==> src/rtl/instr_loader_if.sv <==
// Board-side and CPU-side signals of the instruction loader, bundled so the
// loader and whatever drives it agree on direction through the modports.
interface instr_loader_if;
    logic [7:0] SW;
    logic       STORE;
    logic       RUN_SW;
    logic [7:0] ADD;
    logic [7:0] Ins;
    logic       CPU_RESET;
    logic [7:0] LPTR;
    logic       FULL;
    logic       RUNNING;

    modport master (
        output SW, STORE, RUN_SW, ADD,
        input  Ins, CPU_RESET, LPTR, FULL, RUNNING
    );

    modport slave (
        input  SW, STORE, RUN_SW, ADD,
        output Ins, CPU_RESET, LPTR, FULL, RUNNING
    );
endinterface

==> src/rtl/instr_loader.sv <==
// Program store for a single-cycle CPU: cleared after reset, filled one byte
// per debounced button press in LOAD, read combinationally by the CPU in RUN.

module instr_loader_debounce #(
    parameter int unsigned DEB_CYC = 250000,
    parameter int unsigned CNT_W   = 18
) (
    input  logic CLK,
    input  logic RESET,
    input  logic raw_i,
    output logic level_o
);
    logic             sync1_q, sync2_q;
    logic             level_q, level_d;
    logic [CNT_W-1:0] cnt_q, cnt_d;

    // The level flips only on the DEB_CYC-th consecutive cycle of disagreement;
    // any cycle of agreement drops the count back to zero.
    always_comb begin
        // NOTE: every always_comb output gets a default first so no path leaves it unassigned (no latch).
        cnt_d   = '0;
        level_d = level_q;
        if (sync2_q != level_q) begin
            if (cnt_q == CNT_W'(DEB_CYC - 1)) begin
                level_d = sync2_q;
            end else begin
                cnt_d = cnt_q + CNT_W'(1);
            end
        end
    end

    always_ff @(posedge CLK) begin
        // NOTE: state registers use non-blocking assignments so every flop samples pre-edge values.
        if (RESET) begin
            sync1_q <= 1'b0;
            sync2_q <= 1'b0;
            level_q <= 1'b0;
            cnt_q   <= '0;
        end else begin
            sync1_q <= raw_i;
            sync2_q <= sync1_q;
            level_q <= level_d;
            cnt_q   <= cnt_d;
        end
    end

    assign level_o = level_q;
endmodule

module instr_loader #(
    parameter int unsigned DEB_CYC = 250000,
    parameter int unsigned CNT_W   = 18
) (
    input  logic           CLK,
    input  logic           RESET,
    instr_loader_if.slave  bus
);
    typedef enum logic [1:0] {
        ST_CLEAR = 2'd0,
        ST_LOAD  = 2'd1,
        ST_RUN   = 2'd2
    } state_e;

    state_e     state_q, state_d;
    logic [7:0] clr_cnt_q, clr_cnt_d;
    logic [7:0] lptr_q, lptr_d;
    logic       full_q, full_d;
    logic       cpu_reset_q, running_q;
    logic       store_prev_q;

    logic       store_deb, run_deb, st_pulse;
    logic       mem_we;
    logic [7:0] mem_waddr, mem_wdata;
    logic [7:0] ins;

    logic [7:0] mem [256];

    instr_loader_debounce #(.DEB_CYC(DEB_CYC), .CNT_W(CNT_W)) u_store_deb (
        .CLK     (CLK),
        .RESET   (RESET),
        .raw_i   (bus.STORE),
        .level_o (store_deb)
    );

    instr_loader_debounce #(.DEB_CYC(DEB_CYC), .CNT_W(CNT_W)) u_run_deb (
        .CLK     (CLK),
        .RESET   (RESET),
        .raw_i   (bus.RUN_SW),
        .level_o (run_deb)
    );

    assign st_pulse = store_deb & ~store_prev_q;

    // State register; CPU_RESET/RUNNING follow the state one cycle late.
    always_ff @(posedge CLK) begin
        if (RESET) begin
            state_q      <= ST_CLEAR;
            clr_cnt_q    <= '0;
            lptr_q       <= '0;
            full_q       <= 1'b0;
            cpu_reset_q  <= 1'b1;
            running_q    <= 1'b0;
            store_prev_q <= 1'b0;
        end else begin
            state_q      <= state_d;
            clr_cnt_q    <= clr_cnt_d;
            lptr_q       <= lptr_d;
            full_q       <= full_d;
            cpu_reset_q  <= (state_q != ST_RUN);
            running_q    <= (state_q == ST_RUN);
            store_prev_q <= store_deb;
        end
    end

    always_comb begin
        state_d = state_q;
        case (state_q)
            ST_CLEAR: if (clr_cnt_q == 8'hFF) state_d = ST_LOAD;
            ST_LOAD:  if (run_deb)            state_d = ST_RUN;
            ST_RUN:   if (!run_deb)           state_d = ST_LOAD;
            default:                          state_d = ST_CLEAR;
        endcase
    end

    // A store in the same cycle as the LOAD->RUN transition is still honoured,
    // since the write decision looks only at the current state.
    always_comb begin
        mem_we    = 1'b0;
        mem_waddr = clr_cnt_q;
        mem_wdata = 8'h00;
        clr_cnt_d = clr_cnt_q;
        lptr_d    = lptr_q;
        full_d    = full_q;
        ins       = 8'h00;
        case (state_q)
            ST_CLEAR: begin
                mem_we    = 1'b1;
                clr_cnt_d = clr_cnt_q + 8'd1;
            end
            ST_LOAD: begin
                if (st_pulse && !full_q) begin
                    mem_we    = 1'b1;
                    mem_waddr = lptr_q;
                    mem_wdata = bus.SW;
                    if (lptr_q == 8'hFF) begin
                        full_d = 1'b1;
                    end else begin
                        lptr_d = lptr_q + 8'd1;
                    end
                end
            end
            ST_RUN: begin
                ins = mem[bus.ADD];
            end
            default: ;
        endcase
    end

    always_ff @(posedge CLK) begin
        // NOTE: the program store has no reset; the CLEAR state zeroes it word by word instead.
        if (mem_we && !RESET) begin
            mem[mem_waddr] <= mem_wdata;
        end
    end

    assign bus.Ins       = ins;
    assign bus.CPU_RESET = cpu_reset_q;
    assign bus.RUNNING   = running_q;
    assign bus.LPTR      = lptr_q;
    assign bus.FULL      = full_q;
endmodule

==> src/flat_wrapper.sv <==
// flat-port wrapper written by rule: the top's interface ports become plain ports
module instr_loader_flat 
#(
    parameter int unsigned DEB_CYC = 250000,
    parameter int unsigned CNT_W   = 18
)
  (CLK, RESET, bus_SW, bus_STORE, bus_RUN_SW, bus_ADD, bus_Ins, bus_CPU_RESET, bus_LPTR, bus_FULL, bus_RUNNING);
  instr_loader_if bus_i ();
  input  logic CLK;
  input  logic RESET;
  input wire logic [$bits(bus_i.SW)-1:0] bus_SW;
  input wire logic [$bits(bus_i.STORE)-1:0] bus_STORE;
  input wire logic [$bits(bus_i.RUN_SW)-1:0] bus_RUN_SW;
  input wire logic [$bits(bus_i.ADD)-1:0] bus_ADD;
  output wire logic [$bits(bus_i.Ins)-1:0] bus_Ins;
  output wire logic [$bits(bus_i.CPU_RESET)-1:0] bus_CPU_RESET;
  output wire logic [$bits(bus_i.LPTR)-1:0] bus_LPTR;
  output wire logic [$bits(bus_i.FULL)-1:0] bus_FULL;
  output wire logic [$bits(bus_i.RUNNING)-1:0] bus_RUNNING;
  assign bus_i.SW = bus_SW;
  assign bus_i.STORE = bus_STORE;
  assign bus_i.RUN_SW = bus_RUN_SW;
  assign bus_i.ADD = bus_ADD;
  assign bus_Ins = bus_i.Ins;
  assign bus_CPU_RESET = bus_i.CPU_RESET;
  assign bus_LPTR = bus_i.LPTR;
  assign bus_FULL = bus_i.FULL;
  assign bus_RUNNING = bus_i.RUNNING;
  instr_loader #(.DEB_CYC(DEB_CYC), .CNT_W(CNT_W)) u_core (.CLK(CLK), .RESET(RESET), .bus(bus_i));
endmodule
==> config.mk <==
export PLATFORM = sky130hd
export DESIGN_NAME = instr_loader_flat
export DESIGN_NICKNAME = d
export VERILOG_FILES = /design/src/rtl/instr_loader_if.sv /design/src/rtl/instr_loader.sv /design/src/flat_wrapper.sv
export SDC_FILE = /design/constraint.sdc
export NUM_CORES = 2
export LEC_CHECK = 0
export ABC_AREA = 1
export ABC_CLOCK_PERIOD_IN_PS = 26100
export CAP_MARGIN = 20
export CORE_ASPECT_RATIO = 0.6
export CORE_MARGIN = 3
export CORE_UTILIZATION = 25
export CTS_BUF_LIST = sky130_fd_sc_hd__clkbuf_4 sky130_fd_sc_hd__clkbuf_8 sky130_fd_sc_hd__clkbuf_16
export CTS_CLUSTER_DIAMETER = 100
export DETAILED_ROUTE_END_ITERATION = 8
export GPL_ROUTABILITY_DRIVEN = 0
export SLEW_MARGIN = 25
export SYNTH_ARGS = -nofsm -noshare
export SYNTH_HDL_FRONTEND = slang
export SYNTH_SLANG_ARGS = --single-unit
==> constraint.sdc <==
create_clock -name CLK -period 26.1 [get_ports CLK]
set_input_delay 7.83 -clock CLK [delete_from_list [all_inputs] [get_ports CLK]]
set_output_delay 7.83 -clock CLK [all_outputs]
set_load 0.005 [all_outputs]
==> run_results.csv <==
group,metric,value,unit
grt,pin_count_of_the_biggest_net_entering_global_routing,204,
route,drt_drc_violations_left,0,
worst_setup_path,critical_path_class,"input pin to primary output",
synth,synth-xor-area-share,0.0611,%
die,boundaryPins,39,
placement,postPlaceCellArea,90800,um^2
grt,global_route.usage.met2,17.7,%
grt,antenna_violations_before_repair,7,
placement,placedCellCount,11600,
grt,gr-total-overflow,0,
finish,drive_gt1_share,6.08,%
sta,rsz0062_at_grt,"no",
route,drt_wl_total,252000,um
clock_tree,cts_post_setup_buffers_inserted,0,
synth,synthesis.area,86000,um^2
sta,fmaxAchievable,48.7,MHz
synth,synthesis.yosys.warnings,0,
finish,post-route-util,28.4,%
synth,synth-compound-area-share,0.817,%
synth,number_of_storage_elements_in_the_synthesis_netlist,2112,
sta,period_needed,20.55,ns
synth,synth-async-reset-ratio,0,%
worst_setup_path,cp_cell_sequence,"buf_8 > inv_8 > buf_12 > buf_4 > nand2_1 > nand3_1 > nand3_1 > nand3_1 > nand3_1 > nand3_1 > nand3_1 > nand3_1 > nand2_1 > nor2_1 > clkdlybuf4s50_1",
route,detail_route.iter0.violations,8577,
die,start_util,25.2,%
finish,finalNonFillerCells,11900,
synth,yosys.cell_types.count,39,
clock_tree,postCtsHoldBufs,0,
synth,syn-mean-instance-area,11.6,um^2
synth,edff_count_synth,2048,
pwr,power_density,70.9,nW/um^2
route,firstDrtPassIters,6,
die,chip_height,460,um
grt,met3_usage,4.78,%
grt,overall_global_routing_usage,13.8,%
worst_setup_path,critical_path.most_common_cell,"sky130_fd_sc_hd__nand3_1",
sta,setup_viol_count_final,0,
synth,postSynth.topFlopCell,"sky130_fd_sc_hd__edfxtp_1",
sta,worst_clock_skew,0.0784,ns
clock_tree,cts_sinks,2112,
worst_setup_path,end_kind,"primary output",
clock_tree,post_cts_resize_count,0,
worst_setup_path,worst_ep_required_time,18.27,ns
clock_tree,htreeDepth,4,
clock_tree,tritoncts,"done",
die,dieArea,351000,um^2
sta,final_min_period_over_clock_period,78.8,%
finish,nNetsFinal,7273,
die,dieWidth,763,um
die,placementRows,166,
grt,grt_most_used_layer,"met1",
job,drv_cap,0,
finish,syn_to_final_growth,12.7,%
synth,muxShareOfSynthArea,0,%
sta,slew_headroom,24.1,%
grt,first_pass_grt_wire_length,368000,um
route,routedWlPerCell,21.2,um
pwr,power.ir.vdd_worst,51.4,uV
clock_tree,ctsLongestPathBuffers,4,
route,via_per_inst,4.80,
clock_tree,ctsRootBufferMaster,"sky130_fd_sc_hd__clkbuf_16",
grt,vias_in_the_first_global_route,52200,
clock_tree,clk_latency,0.87,ns
synth,syn_nets,7442,
sta,final-max-slew-violation-count,0,
worst_setup_path,critPathMaxFanout,158,
synth,seq_area_frac_synth,73.0,%
sta,setup_tns,0,ns
placement,place.detailed.hpwl,144000,um
finish,fill_cells,34800,
clock_tree,path_clk_slew,0.06,ns
synth,synth-simple-area-share,23.0,%
synth,syn-instance-count,7418,
synth,synth_fa_ha_area_share,0.0582,%
grt,gr-usage-met1,21.9,%
placement,port-buffer-count,38,
run_status,result_of_the_run,"complete, no violations",
pwr,leakage,32.9,nW
synth,synth_top_family_by_area,"simple AND/OR/NAND/NOR gates",
worst_setup_path,maximum_cell_stage_delay_along_the_critical_path,0.66,ns
worst_hold_path,min_path_type,"flop to flop",
route,dr_total_vias,57300,
sta,report.final.hold_viol_count,0,
sta,tightestPinTransition,1.14,ns
clock_tree,tritoncts.num_buffers,194,
worst_setup_path,crit_arrival,12.72,ns
worst_setup_path,cp-start-kind,"input pin",
route,detail_route_antenna_nets,0,
worst_setup_path,cp_slowest_cell,"sky130_fd_sc_hd__buf_4",
die,placeableCoreArea,342000,um^2
finish,fin_area,96900,um^2
## cells in the mapped netlist, types with 20 or more instances
cell type                  instances  area (um^2)
sky130_fd_sc_hd__nand2_1        2129         7990
sky130_fd_sc_hd__edfxtp_1       2048        61500
sky130_fd_sc_hd__nand3_1        1941         9710
sky130_fd_sc_hd__nor2_1          428         1610
sky130_fd_sc_hd__buf_2           199          996
sky130_fd_sc_hd__clkbuf_1        163          612
sky130_fd_sc_hd__inv_1           104          390
sky130_fd_sc_hd__buf_1            83          312
sky130_fd_sc_hd__dfxtp_1          64         1280
sky130_fd_sc_hd__o21ai_0          53          265
sky130_fd_sc_hd__a21oi_1          46          230
sky130_fd_sc_hd__buf_4            44          330
sky130_fd_sc_hd__nor3_1           20          100
## routing by layer
metal | routed length [um] | vias to the layer above
met5 | 13 | -
met4 | 4370 | 2
met3 | 34100 | 317
met2 | 97100 | 3013
met1 | 117000 | 28100
li1 | - | 25800
## report_power, final
group / switching, mW / total (mW) / leakage (nW) / internal, mW
Combinational: 0.271 / 0.357 / 10.3 / 0.0859
Sequential: 0.00107 / 3.66 / 19.5 / 3.66
Clock: 1.27 / 2.85 / 3.05 / 1.58
## cell families after synthesis
group | count (synthesis)
fa+ha+maj | 4
xor+xnor | 6
flops | 2112
compound gates | 126
buf+inv | 603
simple gates | 4567
## worst max-delay path, delay by kind of cell
kind,cells,cell delay (ns)
buf+inv,5,2.59
simple gates,10,2.03
## state kept, by name, indices dropped and copies added (netlist names)
signal / count
u_core.bus.FULL: 1
u_core.bus.CPU_RESET: 1
u_core.store_prev_q: 1
u_core.u_run_deb.cnt_q: 18
u_core.bus.LPTR: 8
u_core.u_run_deb.sync2_q: 1
u_core.u_store_deb.sync2_q: 1
u_core.u_store_deb.sync1_q: 1
u_core.mem: 2048
u_core.u_store_deb.cnt_q: 18
u_core.bus.RUNNING: 1
u_core.state_q: 2
u_core.u_store_deb.level_o: 1
u_core.u_run_deb.sync1_q: 1
u_core.clr_cnt_q: 8
u_core.u_run_deb.level_o: 1
## layout by cell type (no fill, tap or decap), types with 13 or more instances in the layout
cell type	netlist	final
sky130_fd_sc_hd__clkdlybuf4s50_1	0	32
sky130_fd_sc_hd__o22ai_1	16	16
sky130_fd_sc_hd__a21oi_1	46	45
sky130_fd_sc_hd__nand2_2	8	16
sky130_fd_sc_hd__clkinv_1	1	47
sky130_fd_sc_hd__clkbuf_16	0	199
sky130_fd_sc_hd__inv_1	104	100
sky130_fd_sc_hd__nor3_1	20	20
sky130_fd_sc_hd__nand2_1	2129	2117
sky130_fd_sc_hd__nor2_4	4	13
sky130_fd_sc_hd__dfxtp_1	64	64
sky130_fd_sc_hd__buf_4	44	75
sky130_fd_sc_hd__edfxtp_1	2048	2048
sky130_fd_sc_hd__bufinv_16	0	14
sky130_fd_sc_hd__o21ai_0	53	53
sky130_fd_sc_hd__clkbuf_4	0	44
sky130_fd_sc_hd__nor2_1	428	416
sky130_fd_sc_hd__nand3_1	1941	1941
sky130_fd_sc_hd__clkinv_2	0	21
## cell type report
class,instances,area [um^2],share of cell area (%)
sequential,2112,62800,64.8
multi-input combinational,4703,20700,21.4
tap,4536,5680,5.85
clock buffer,243,5310,5.48
timing repair buffer,125,1190,1.23
clock inverter,93,828,0.854
inverter,113,449,0.463
antenna,5,12.5,0.0129
## through the flow
step / power, mW / setup WS [ns] / hold WS [ns]
finish: 6.87 / 5.55 / 0.400
global route: 7.06 / 5.32 / 0.431
CTS: 6.89 / 5.64 / 0.402
detailed placement: 4.08 / 5.63 / 0.393
global placement: 4.08 / 5.64 / 0.392
floorplan: 3.96 / 9.09 / 0.388
## final timing paths
check	from	endpoint	cells past startpoint	slack [ns]
worst min-delay path	u_core.u_store_deb.sync1_q	u_core.u_store_deb.sync2_q	2	0.40
worst max register to register	u_core.bus.FULL	u_core.mem[123][4]	8	21.43
worst min register to register	u_core.u_store_deb.sync1_q	u_core.u_store_deb.sync2_q	2	0.40
worst max-delay path	bus_ADD[0]	bus_Ins[6]	15	5.55
No activity file was read; power rests on OpenSTA's default activity.
